**src/rtl/aes_stream_pkg.sv**
```systemverilog
// Shared types and helpers for the AES stream header insert/remove stages.
package aes_stream_pkg;

  typedef enum logic [1:0] {
    IDLE   = 2'd0,
    HEADER = 2'd1,
    DATA   = 2'd2
  } hdr_ins_st_t;

  // Number of stream beats needed to carry one header.
  function automatic int unsigned hdr_beats(input int unsigned header_size,
                                            input int unsigned data_width);
    return header_size / data_width;
  endfunction

endpackage

```
**src/rtl/header_inserter_if.sv**
```systemverilog
// Header side-band, payload input and packet output channels of the header inserter.
interface header_inserter_if #(
  parameter int unsigned DATA_WIDTH  = 128,
  parameter int unsigned HEADER_SIZE = 256
);
  logic [HEADER_SIZE-1:0] header_data;
  logic                   header_valid;
  logic                   header_ready;
  logic [DATA_WIDTH-1:0]  in_data;
  logic                   in_valid;
  logic                   in_ready;
  logic                   in_sop;
  logic                   in_eop;
  logic [DATA_WIDTH-1:0]  out_data;
  logic                   out_valid;
  logic                   out_ready;
  logic                   out_sop;
  logic                   out_eop;
  logic                   protocol_err;

  modport master (
    output header_data, header_valid, in_data, in_valid, in_sop, in_eop, out_ready,
    input  header_ready, in_ready, out_data, out_valid, out_sop, out_eop, protocol_err
  );

  modport slave (
    input  header_data, header_valid, in_data, in_valid, in_sop, in_eop, out_ready,
    output header_ready, in_ready, out_data, out_valid, out_sop, out_eop, protocol_err
  );
endinterface

```
**src/rtl/avalon_st_skid_buffer.sv**
```systemverilog
// Two-entry registered skid buffer; ready and output are decoupled from the downstream ready.
module avalon_st_skid_buffer #(
  parameter int unsigned DATA_WIDTH = 130
) (
  input  logic                  clk,
  input  logic                  rst_n,
  input  logic [DATA_WIDTH-1:0] in_data,
  input  logic                  in_valid,
  output logic                  in_ready,
  output logic [DATA_WIDTH-1:0] out_data,
  output logic                  out_valid,
  input  logic                  out_ready
);

  logic [DATA_WIDTH-1:0] mem_q [2];
  logic                  wr_q;
  logic                  rd_q;
  logic [1:0]            cnt_q;
  logic                  push;
  logic                  pop;

  assign in_ready  = (cnt_q != 2'd2);
  assign out_valid = (cnt_q != 2'd0);
  assign out_data  = mem_q[rd_q];
  assign push      = in_valid && in_ready;
  assign pop       = out_valid && out_ready;

  // Occupancy and pointers; entries start empty.
  always_ff @(posedge clk or negedge rst_n) begin
    if (!rst_n) begin
      cnt_q <= 2'd0;
      wr_q  <= 1'b0;
      rd_q  <= 1'b0;
    end else begin
      cnt_q <= cnt_q + 2'(push) - 2'(pop);
      wr_q  <= wr_q ^ push;
      rd_q  <= rd_q ^ pop;
    end
  end

  always_ff @(posedge clk) begin
    if (push) mem_q[wr_q] <= in_data;
  end

endmodule

```
**src/rtl/header_inserter.sv**
```systemverilog
// Prepends a side-band header to each payload packet on the transmit stream.
// Optional registered output stage: define HEADER_INSERTER_SKID_EN.
module header_inserter
  import aes_stream_pkg::*;
#(
  parameter int unsigned DATA_WIDTH  = 128,
  parameter int unsigned HEADER_SIZE = 256
) (
  input logic               clk,
  input logic               rst_n,
  header_inserter_if.slave  bus
);

  localparam int unsigned HDR_BEATS = hdr_beats(HEADER_SIZE, DATA_WIDTH);
  localparam int unsigned CNT_W     = $clog2(HDR_BEATS) + 1;

  if ((HEADER_SIZE % DATA_WIDTH) != 0 || HEADER_SIZE < DATA_WIDTH) begin : g_bad_cfg
    $error("header_inserter: HEADER_SIZE must be a non-zero multiple of DATA_WIDTH");
  end

  hdr_ins_st_t            state_q, state_d;
  logic [CNT_W-1:0]       cnt_q, cnt_d;
  logic [HEADER_SIZE-1:0] hdr_q, hdr_d;
  logic                   first_q, first_d;
  logic                   err_q, err_d;

  logic                   hdr_ready_c;
  logic                   in_ready_c;
  logic                   core_valid;
  logic                   core_ready;
  logic                   core_sop;
  logic                   core_eop;
  logic [DATA_WIDTH-1:0]  core_data;

  always_ff @(posedge clk or negedge rst_n) begin
    if (!rst_n) begin
      state_q <= IDLE;
      cnt_q   <= '0;
      hdr_q   <= '0;
      first_q <= 1'b0;
      err_q   <= 1'b0;
    end else begin
      state_q <= state_d;
      cnt_q   <= cnt_d;
      hdr_q   <= hdr_d;
      first_q <= first_d;
      err_q   <= err_d;
    end
  end

  // Header is shifted left per accepted beat, so the top slice is always the current beat.
  always_comb begin
    state_d     = state_q;
    cnt_d       = cnt_q;
    hdr_d       = hdr_q;
    first_d     = first_q;
    err_d       = 1'b0;
    hdr_ready_c = 1'b0;
    in_ready_c  = 1'b0;
    core_valid  = 1'b0;
    core_sop    = 1'b0;
    core_eop    = 1'b0;
    core_data   = hdr_q[HEADER_SIZE-1 -: DATA_WIDTH];

    case (state_q)
      IDLE: begin
        hdr_ready_c = 1'b1;
        if (bus.header_valid) begin
          hdr_d   = bus.header_data;
          cnt_d   = '0;
          state_d = HEADER;
        end
      end

      HEADER: begin
        core_valid = 1'b1;
        core_sop   = (cnt_q == '0);
        if (core_ready) begin
          hdr_d = hdr_q << DATA_WIDTH;
          cnt_d = cnt_q + CNT_W'(1);
          if (cnt_q == CNT_W'(HDR_BEATS - 1)) begin
            state_d = DATA;
            first_d = 1'b1;
          end
        end
      end

      DATA: begin
        core_valid = bus.in_valid;
        in_ready_c = core_ready;
        core_data  = bus.in_data;
        core_eop   = bus.in_eop;
        if (bus.in_valid && core_ready) begin
          first_d = 1'b0;
          // First beat must carry sop; later beats must not.
          err_d   = first_q ? !bus.in_sop : bus.in_sop;
          if (bus.in_eop) state_d = IDLE;
        end
      end

      default: state_d = IDLE;
    endcase
  end

  assign bus.header_ready = hdr_ready_c;
  assign bus.in_ready     = in_ready_c;
  assign bus.protocol_err = err_q;

`ifdef HEADER_INSERTER_SKID_EN
  logic [DATA_WIDTH+1:0] skid_out;

  avalon_st_skid_buffer #(
    .DATA_WIDTH (DATA_WIDTH + 2)
  ) u_skid (
    .clk       (clk),
    .rst_n     (rst_n),
    .in_data   ({core_sop, core_eop, core_data}),
    .in_valid  (core_valid),
    .in_ready  (core_ready),
    .out_data  (skid_out),
    .out_valid (bus.out_valid),
    .out_ready (bus.out_ready)
  );

  assign bus.out_sop  = skid_out[DATA_WIDTH+1];
  assign bus.out_eop  = skid_out[DATA_WIDTH];
  assign bus.out_data = skid_out[DATA_WIDTH-1:0];
`else
  assign core_ready    = bus.out_ready;
  assign bus.out_valid = core_valid;
  assign bus.out_sop   = core_sop;
  assign bus.out_eop   = core_eop;
  assign bus.out_data  = core_data;
`endif

endmodule

```
**src/flat_wrapper.sv**
```systemverilog
// flat-port wrapper written by rule: the top's interface ports become plain ports
module header_inserter_flat import aes_stream_pkg::*;
#(
  parameter int unsigned DATA_WIDTH  = 128,
  parameter int unsigned HEADER_SIZE = 256
)
  (clk, rst_n, bus_header_data, bus_header_valid, bus_in_data, bus_in_valid, bus_in_sop, bus_in_eop, bus_out_ready, bus_header_ready, bus_in_ready, bus_out_data, bus_out_valid, bus_out_sop, bus_out_eop, bus_protocol_err);
  header_inserter_if #(.DATA_WIDTH(DATA_WIDTH), .HEADER_SIZE(HEADER_SIZE)) bus_i ();
  input logic clk;
  input logic rst_n;
  input wire logic [$bits(bus_i.header_data)-1:0] bus_header_data;
  input wire logic [$bits(bus_i.header_valid)-1:0] bus_header_valid;
  input wire logic [$bits(bus_i.in_data)-1:0] bus_in_data;
  input wire logic [$bits(bus_i.in_valid)-1:0] bus_in_valid;
  input wire logic [$bits(bus_i.in_sop)-1:0] bus_in_sop;
  input wire logic [$bits(bus_i.in_eop)-1:0] bus_in_eop;
  input wire logic [$bits(bus_i.out_ready)-1:0] bus_out_ready;
  output wire logic [$bits(bus_i.header_ready)-1:0] bus_header_ready;
  output wire logic [$bits(bus_i.in_ready)-1:0] bus_in_ready;
  output wire logic [$bits(bus_i.out_data)-1:0] bus_out_data;
  output wire logic [$bits(bus_i.out_valid)-1:0] bus_out_valid;
  output wire logic [$bits(bus_i.out_sop)-1:0] bus_out_sop;
  output wire logic [$bits(bus_i.out_eop)-1:0] bus_out_eop;
  output wire logic [$bits(bus_i.protocol_err)-1:0] bus_protocol_err;
  assign bus_i.header_data = bus_header_data;
  assign bus_i.header_valid = bus_header_valid;
  assign bus_i.in_data = bus_in_data;
  assign bus_i.in_valid = bus_in_valid;
  assign bus_i.in_sop = bus_in_sop;
  assign bus_i.in_eop = bus_in_eop;
  assign bus_i.out_ready = bus_out_ready;
  assign bus_header_ready = bus_i.header_ready;
  assign bus_in_ready = bus_i.in_ready;
  assign bus_out_data = bus_i.out_data;
  assign bus_out_valid = bus_i.out_valid;
  assign bus_out_sop = bus_i.out_sop;
  assign bus_out_eop = bus_i.out_eop;
  assign bus_protocol_err = bus_i.protocol_err;
  header_inserter #(.DATA_WIDTH(DATA_WIDTH), .HEADER_SIZE(HEADER_SIZE)) u_core (.clk(clk), .rst_n(rst_n), .bus(bus_i));
endmodule
```
**config.mk**
```make
export PLATFORM = sky130hd
export DESIGN_NAME = header_inserter_flat
export DESIGN_NICKNAME = d
export VERILOG_FILES = /design/src/rtl/aes_stream_pkg.sv /design/src/rtl/header_inserter_if.sv /design/src/rtl/avalon_st_skid_buffer.sv /design/src/rtl/header_inserter.sv /design/src/flat_wrapper.sv
export SDC_FILE = /design/constraint.sdc
export NUM_CORES = 1
export LEC_CHECK = 0
export BUFFER_PORTS_ARGS = -buffer_cell sky130_fd_sc_hd__buf_2
export CAP_MARGIN = 25
export CORE_AREA = 2 2 202 204
export CTS_BUF_LIST = sky130_fd_sc_hd__clkbuf_16
export DETAILED_ROUTE_END_ITERATION = 8
export DIE_AREA = 0 0 204 206
export HOLD_SLACK_MARGIN = 0.05
export PLACE_DENSITY_LB_ADDON = 0.15
export SLEW_MARGIN = 20
export SYNTH_ARGS = -nofsm -noshare
export SYNTH_HDL_FRONTEND = slang
export SYNTH_HIERARCHICAL = 1
export SYNTH_SLANG_ARGS = --single-unit
```
**constraint.sdc**
```tcl
create_clock -name clk -period 2.4 [get_ports clk]
set_input_delay 0.48 -clock clk [delete_from_list [all_inputs] [get_ports clk]]
set_output_delay 0.48 -clock clk [all_outputs]
set_load 0.03 [all_outputs]
```
Word level (Yosys, flattened, before mapping) --
Cells that the tools add are included.
Storage, ports and cells: register bits 262, input bits 391, output and inout port bits 134, word-level logic and storage cells 48
Cells by class: add/sub/neg operators 1, eq/ne operators 8, muxes and demuxes 25, reduce and logical (&&, ||, !) cells 9
Operators with widths (number):
- 256-bit 2-to-1 mux | 2
- 256-bit case mux with 2 select lines | 1
- 128-bit 2-to-1 mux | 1
- 2-bit 2-to-1 mux | 7
- 1-bit 2-to-1 mux | 10
- 2-bit inequality test (second input constant) | 3
- 2-bit case mux with 3 select lines | 1
- 5-bit AND reduction | 1
- 2-bit by 1-bit == test with 1-bit output (second input constant) | 2
- 2-bit logical NOT | 2
- 2-bit by 1-bit inequality test with 1-bit output (second input constant) | 2
- 1-bit case mux with 2 select lines | 2
- 2-bit case mux with 2 select lines | 1
- 4-bit AND reduction | 1
- 2-bit nonzero test | 2
- 3-bit AND reduction | 1
- 2-bit by 1-bit adder with 2-bit output (second input constant) | 1
- 2-bit == test (second input constant) | 1
- 1-bit logical AND | 1
- 1-bit logical NOT | 1

Depth between registers and ports, before layout --
Gate-level depths: netlist (run 1).
depth in word-level cells 4, mapped depth 10, gate-level depth less buffers 5

Worst setup path after synthesis (run 1) --
Ideal clock, no wire load.
path type reg-to-output, start register u_core.state_q[0], end output port bus_out_data[118], data arrival time 1.805 ns, data required time 1.920 ns, setup slack 0.115 ns, cell stages (with the launch flop) 6, buffers on the path 2, path through dfrtp_1 > inv_1 > ha_1 > buf_1 > buf_1 > mux2_2
On the way: word-level cells in the longest chain between the ends 2
RTL lines:
- start: declaration | line header_inserter.sv:21 | hdr_ins_st_t state_q, state_d;
- start signal: assignment | line header_inserter.sv:43 | state_q <= state_d;
- 2-bit == test | line header_inserter.sv:65 | case (state_q)
- 128-bit 2-to-1 mux | line header_inserter.sv:65
- end: declaration | line flat_wrapper.sv:20 | output wire logic [$bits(bus_i.out_data)-1:0] bus_out_data;
No other way between the ends.

Final worst setup path (run 1) --
start register u_core.state_q[0], end output port bus_out_data[47]
Same word-level chain as after synthesis.

==> results of run 1 <==
-- final timing paths --
| check | slack, ns | endpoint | from |
|---|---|---|---|
| setup / recovery | -0.21 | bus_out_data[47] | u_core/state_q[0] |
| hold / removal | 0.13 | u_core/hdr_q[42] | bus_header_data[42] |
| max in group asynchronous | 1.19 | u_core/hdr_q[48] | rst_n |
| min in group asynchronous | 0.50 | u_core/hdr_q[86] | rst_n |
| hold reg to reg | 0.50 | u_core/hdr_q[97] | u_core/hdr_q[97] |
| setup reg to reg | 0.02 | u_core/hdr_q[69] | u_core/state_q[1] |
-- power by group --
group          switching [W]  internal, W  leakage, nW  total, W
Clock                0.00185      0.00283        0.508   0.00468
Combinational        0.00724      0.00580         4.92    0.0130
Sequential           0.00120      0.00645         3.40   0.00764
Total                 0.0103       0.0151         8.83    0.0254
-- cells in the final DEF (no fill, tap or decap), types with 2 or more instances in the layout --
cell type	Yosys	final
inv_1	5	10
buf_4	2	18
buf_8	0	7
clkinv_1	0	9
nand2_1	4	4
buf_12	0	18
ha_1	6	2
nor2b_4	0	2
nand3_1	2	2
diode_2	0	13
dfrtp_1	262	262
bufinv_16	0	5
o21ai_0	260	260
mux2_4	0	62
buf_6	13	75
ha_4	0	4
buf_2	7	456
clkbuf_16	0	33
buf_16	0	4
mux2i_1	129	128
mux2_2	129	67
and2_1	3	2
a22o_1	129	129
-- stage by stage --
step	utilization [%]	hold WS (ns)	std cells	TNS (ns)	cell area (um2)
6_report	44.6	0.128	2124	-18.76	17900
5_1_grt	44.5	0.110	2122	-27.63	17900
4_1_cts	43.8	0.0955	2104	-19.75	17600
3_5_place_dp	39.4	0.491	2036	0	15800
3_3_place_gp	39.4	0.487	2036	0	15800
2_1_floorplan	-	0.184	1044	0	12400
-- critical path, stage by stage (launching register included) --
cell and delay, ns:
dfrtp_1 0.39, inv_2 0.09, ha_4 0.18, buf_16 0.23, mux2_2 0.40, buf_2 0.19
-- layout make-up --
type,count,area [um2]
clock inverters,22,215
diodes,13,32.5
repair buffers,583,3920
fillers,3809,22300
multi-input cells,676,5720
well taps,532,666
flip-flops and latches,262,6560
inverters,5,22.5
clock buffers,31,776
-- layer usage --
layer | vias to the layer above | track usage (%)
li1 | 4933 | -
met4 | 8 | 5.87
met3 | 57 | 4.37
met1 | 5280 | 25.6
met2 | 381 | 32.0
met5 | - | 0
-- state kept, by name (all words and copies together), names as in the netlist --
register,count
u_core/hdr_q,256
u_core/cnt_q,2
u_core/state_q,2
u_core/first_q,1
u_core/bus.protocol_err,1
-- timing repair --
item / in CTS / in global routing
endpoints found under the hold margin: 56 / 0
gates resized for setup: 179 / 64
pin swaps: 2 / 2
setup endpoints to repair: 129 / 228
hold buffers: 1 / 0
setup buffers: 11 / 7
gates cloned: 3 / 2
-- cell families after synthesis --
kind of cell,count (synthesis)
AO/OA/AOI/OAI,394
AND/OR/NAND/NOR,17
multiplexers,258
buffers and inverters,106
XOR/XNOR,1
flip-flops,262
adder cells (fa/ha/maj),6
==> out/results.txt, run 1 <==
Initial Util - 31.0%
startpoint types - flop
fmax - 0.383 GHz
Clock Latency Late Sink - 0.56 ns
initial DRC count - 457
max-cap violation count - 0
Slew HR - 52.8%
Slew @ Worst Pin - 0.707 ns
antenna-violating nets left - 0
R2R cell count - 10
worst setup margin - -0.209 ns
status - finished with violations
core area - 40200 um2
main combinational cell family by area after synthesis - multiplexers
layout cells sized above 1 - 48.2%
first-pass GRT wire length - 64.0 mm
worst vdd ir - 0.903 mV
grt total ovfl - 0
Critical Path AT - 2.13 ns
leakage - 8.83 nW
power per cell area - 1420 nW/um2
Port Buffers - 524
DIE HEIGHT - 206 um
Mapped Avg Cell Area - 11.9 um2
sequential fraction of the synthesis area - 52.7%
Area contributors post-synth - dfrtp_1 53%, mux2_2 12%, o21ai_0 10%
Post-Place Setup Slack - 0.232 ns
Yosys reg bits - 262
Tmin final - 2.61 ns
Compound-Gate Fraction of Synth Area - 19.8%
mux contribution to synthesized area - 22.0%
nets - 1955
I/O pins - 525
share of the synthesized area in the top cell type - 52.7%
critical setup path kind - flop to output port
Yosys cell types - 25
Die X - 204 um
dpl hpwl - 28.6 mm
CTS Buffer Depth - 3
asr flop ratio synth - 100%
root buffer cell - clkbuf_16
Primary FF master, synth - dfrtp_1
htree depth - 1
initial antenna violation count - 16
gr usage total - 19.5%
RSZ-0062 raised after global routing - yes
gp weighted congestion - 0.782
CTS sink cnt - 262
DIE AREA - 42000 um2
synthesized area - 12400 um2
XOR/XNOR Fraction of Synth Area - 0.0704%
DR top layer - met5
syn nets - 1441
worst min path class - input port to flop
via count - 10700
Synth Area in Simple Gates - 0.724%
metal2 WL - 21.9 mm
DR WL/cell - 20.9 um
hold path depth - 2
largest net degree at the start of global routing - 131
Routed WL - 44.4 mm
drt pass-1 iters - 4
Fin Clk Skew - 0.0145 ns
Residual DRC - 0
Post-synth EDFFs - 0
WP data required - 1.92 ns
# rows - 74
final setup fails - 129
M1 WL - 18.8 mm
YS warnings - 6
failing checks - setup timing
CTS Buf Count - 30
Worst Path Max Fanout - 55
Mapped Cells - 1044
most common cell in the netlist - dfrtp_1
met3 wire length - 2.84 mm
Post-Synth Adder-Cell Area - 0.603%
clock-pin slew on the worst setup and hold paths - 0.06 ns
Synth top cells by count - 262 x dfrtp_1, 260 x o21ai_0, 129 x a22o_1, 129 x mux2_2, 129 x mux2i_1
CTS tree - yes
Tcrit/Tclk final - 109%
Yosys top cell by area - dfrtp_1
number of global-route vias before repair - 10600
area grow syn2layout - 43.8%
Final Power - 0.0254 W
Worst Setup End Kind - output port
vias per cell - 5.02
Final Max Slew Viols - 0
Hold Fails Final Rpt - 0
No activity file was read; power rests on OpenSTA's default activity.
==> run 2: changes to the inputs <==
==> constraint.sdc (replaced) <==
create_clock -name clk -period 2.5 [get_ports clk]
set_input_delay 0.5 -clock clk [delete_from_list [all_inputs] [get_ports clk]]
set_output_delay 0.5 -clock clk [all_outputs]
set_load 0.03 [all_outputs]
==> run 2 against run 1 <==
The flow still finishes with violations (setup timing). Setup slack better by 0.11 ns. Sequential share of layout area down 0.70 points. Final area up 2.0%. Combinational power about the same. Register-to-register slack better by 0.03 ns. Routed wire length up 2.2%. Critical path depth up 1. Highest routed layer unchanged.
==> out/results.txt, run 2 (synthesis results as in run 1) <==
status - finished with violations (unchanged)
failing checks - setup timing (unchanged)
I/O pins - 525 (unchanged)
fmax - 0.385 GHz
vias per cell - 5.01 (was 5.02)
Worst Path Max Fanout - 18 (was 55)
dpl hpwl - 29.3 mm (was 28.6 mm)
most common cell after layout, fill and taps aside - buf_2 (unchanged)
max reg flops - 256 (unchanged)
Critical Path AT - 2.10 ns (was 2.13 ns)
Routed WL - 45.4 mm (was 44.4 mm)
critical setup path kind - flop to output port (unchanged)
final setup fails - 107 (was 129)
Final Max Slew Viols - 0 (unchanged)
htree depth - 1 (unchanged)
CTS Buffer Depth - 3 (unchanged)
RR Endpoint - u_core/state_q[0] (was u_core/hdr_q[69])
slowest cell on the critical path - dfrtp_1 (was mux2_2)
R2R cell count - 8 (was 10)
hold path depth - 2 (unchanged)
WP data required - 2.00 ns (was 1.92 ns)
leakage - 9.00 nW (was 8.83 nW)
RSZ-0062 raised after global routing - yes (unchanged)
DR WL/cell - 21.4 um (was 20.9 um)
antenna-violating nets left - 0 (unchanged)
clock-pin slew on the worst setup and hold paths - 0.06 ns (about the same)
CTS Buf Count - 31 (was 30)
Clock Latency Late Sink - 0.56 ns (about the same)
delay-heaviest family, CP - buffers and inverters (unchanged)
most frequent cells in the layout - 414 x buf_2, 262 x dfrtp_1, 260 x o21ai_0, 129 x a22o_1, 128 x mux2i_1 (was 456 x buf_2, 262 x dfrtp_1, 260 x o21ai_0, 129 x a22o_1, 128 x mux2i_1)
Die X - 204 um (unchanged)
layout cells sized above 1 - 48.2% (about the same)
Slew @ Worst Pin - 0.780 ns (was 0.707 ns)
drt pass-1 iters - 5 (was 4)
CTS sink cnt - 262 (unchanged)
largest reg by FF count - u_core/hdr_q (unchanged)
sequential cell area - 6560 um2 (unchanged)
Port Buffers - 524 (unchanged)
root buffer cell - clkbuf_16 (unchanged)
initial DRC count - 490 (was 457)
Fill cells - 3781 (was 3809)
gr usage total - 20.2% (was 19.5%)
via count - 10700 (about the same)
DIE AREA - 42000 um2 (unchanged)
CTS tree - yes (unchanged)
number of global-route vias before repair - 10700 (was 10600)
grt total ovfl - 0 (unchanged)
first-pass GRT wire length - 65.7 mm (was 64.0 mm)
Residual DRC - 0 (unchanged)
Post-Place Setup Slack - 0.284 ns (was 0.232 ns)
worst vdd ir - 0.671 mV (was 0.903 mV)
gp weighted congestion - 0.792 (was 0.782)
DIE HEIGHT - 206 um (unchanged)
Hold Path End - u_core/hdr_q[39] (was u_core/hdr_q[42])
startpoint types - flop (unchanged)
nets - 1961 (was 1955)
initial antenna violation count - 12 (was 16)
Initial Util - 31.0% (unchanged)
largest net degree at the start of global routing - 131 (unchanged)
core area - 40200 um2 (unchanged)
r2r setup slk - 0.05 ns (was 0.02 ns)
Fin Clk Skew - 0.0165 ns (was 0.0145 ns)
worst setup margin - -0.0979 ns (was -0.209 ns)
# rows - 74 (unchanged)
Worst Setup End Kind - output port (unchanged)
max-cap violation count - 0 (unchanged)
fin util - 45.4% (was 44.6%)
largest incremental delay on the critical path - 0.40 ns (about the same)
Tmin final - 2.60 ns
Worst Hold Launch - bus_header_data[39] (was bus_header_data[42])
area grow syn2layout - 46.6% (was 43.8%)
Slew HR - 48.0% (was 52.8%)
CP Cell Sequence - inv_2 -> ha_4 -> buf_12 -> buf_16 -> mux2_4 -> buf_6 (was inv_2 -> ha_4 -> buf_16 -> mux2_2 -> buf_2)
area of the multi-input gates - 5770 um2 (was 5720 um2)
power per cell area - 1360 nW/um2 (was 1420 nW/um2)
largest registers - u_core/hdr_q (256), u_core/cnt_q (2), u_core/state_q (2) (unchanged)
buffers plus inverters on the worst setup path - 4 (was 3)
Hold Fails Final Rpt - 0 (unchanged)
Critical R2R Launch - u_core/state_q[1] (unchanged)
Tcrit/Tclk final - 104%
worst min path class - input port to flop (unchanged)
[run 2: cell types whose count changed in the layout (fill, tap and decap cells not counted), moves of 5 or more]
cell,delta
buf_2,-42
mux2_2,-26
mux2_4,+26
buf_4,+24
buf_6,+24
diode_2,-7
buf_8,-6
buf_16,+5
[run 2: stage by stage]
stage	instances	power [W]	setup TNS (ns)	hold WS, ns	cell area (um2)
2_1_floorplan	1044	0.0150	0	0.204	12400
5_1_grt	2124	0.0263	-16.77	0.130	18300
3_3_place_gp	2039	0.0182	0	0.487	15800
3_5_place_dp	2039	0.0183	0	0.491	15800
4_1_cts	2113	0.0243	-9.08	0.125	17800
6_report	2125	0.0248	-6.58	0.152	18300
[run 2: area by class of cell]
cell class | instances | share of cell area, %
antenna | 6 | 0.0823
clock buffer | 31 | 4.25
clock inverter | 25 | 1.17
inverter | 5 | 0.103
multi-input combinational | 677 | 31.6
sequential | 262 | 35.9
tap | 532 | 3.65
timing repair buffer | 587 | 23.2
[run 2: worst max-delay path by stage]
stage / from / endpoint / cells past startpoint
4_1_cts: u_core/state_q[0] / bus_out_data[43] / 7
5_1_grt: u_core/state_q[0] / bus_out_data[108] / 6
3_3_place_gp: u_core/state_q[0] / bus_out_data[31] / 6
3_5_place_dp: u_core/state_q[0] / u_core/state_q[0] / 6
6_report: u_core/state_q[0] / bus_out_data[21] / 6
2_1_floorplan: u_core/state_q[0] / bus_out_data[118] / 5
[run 2: routing by layer]
metal,vias up,GRT usage (%),wire [um]
li1,4939,-,-
met1,5298,27.2,19600
met2,346,33.8,22200
met3,61,4.02,2790
met4,10,4.53,799
met5,-,0,56
[run 2: power by group]
part	total [W]	internal (W)	switching, W
logic	0.0130	0.00600	0.00697
registers	0.00737	0.00619	0.00118
clock network	0.00443	0.00264	0.00179
total	0.0248	0.0148	0.00994
[run 2: timing repair]
item	in CTS	in global routing
pin swaps	1	1
hold buffers	1	0
setup buffers	9	2
gates resized for setup	208	118
hold endpoints to repair	67	0
gates cloned	8	4
setup endpoints to repair	130	130
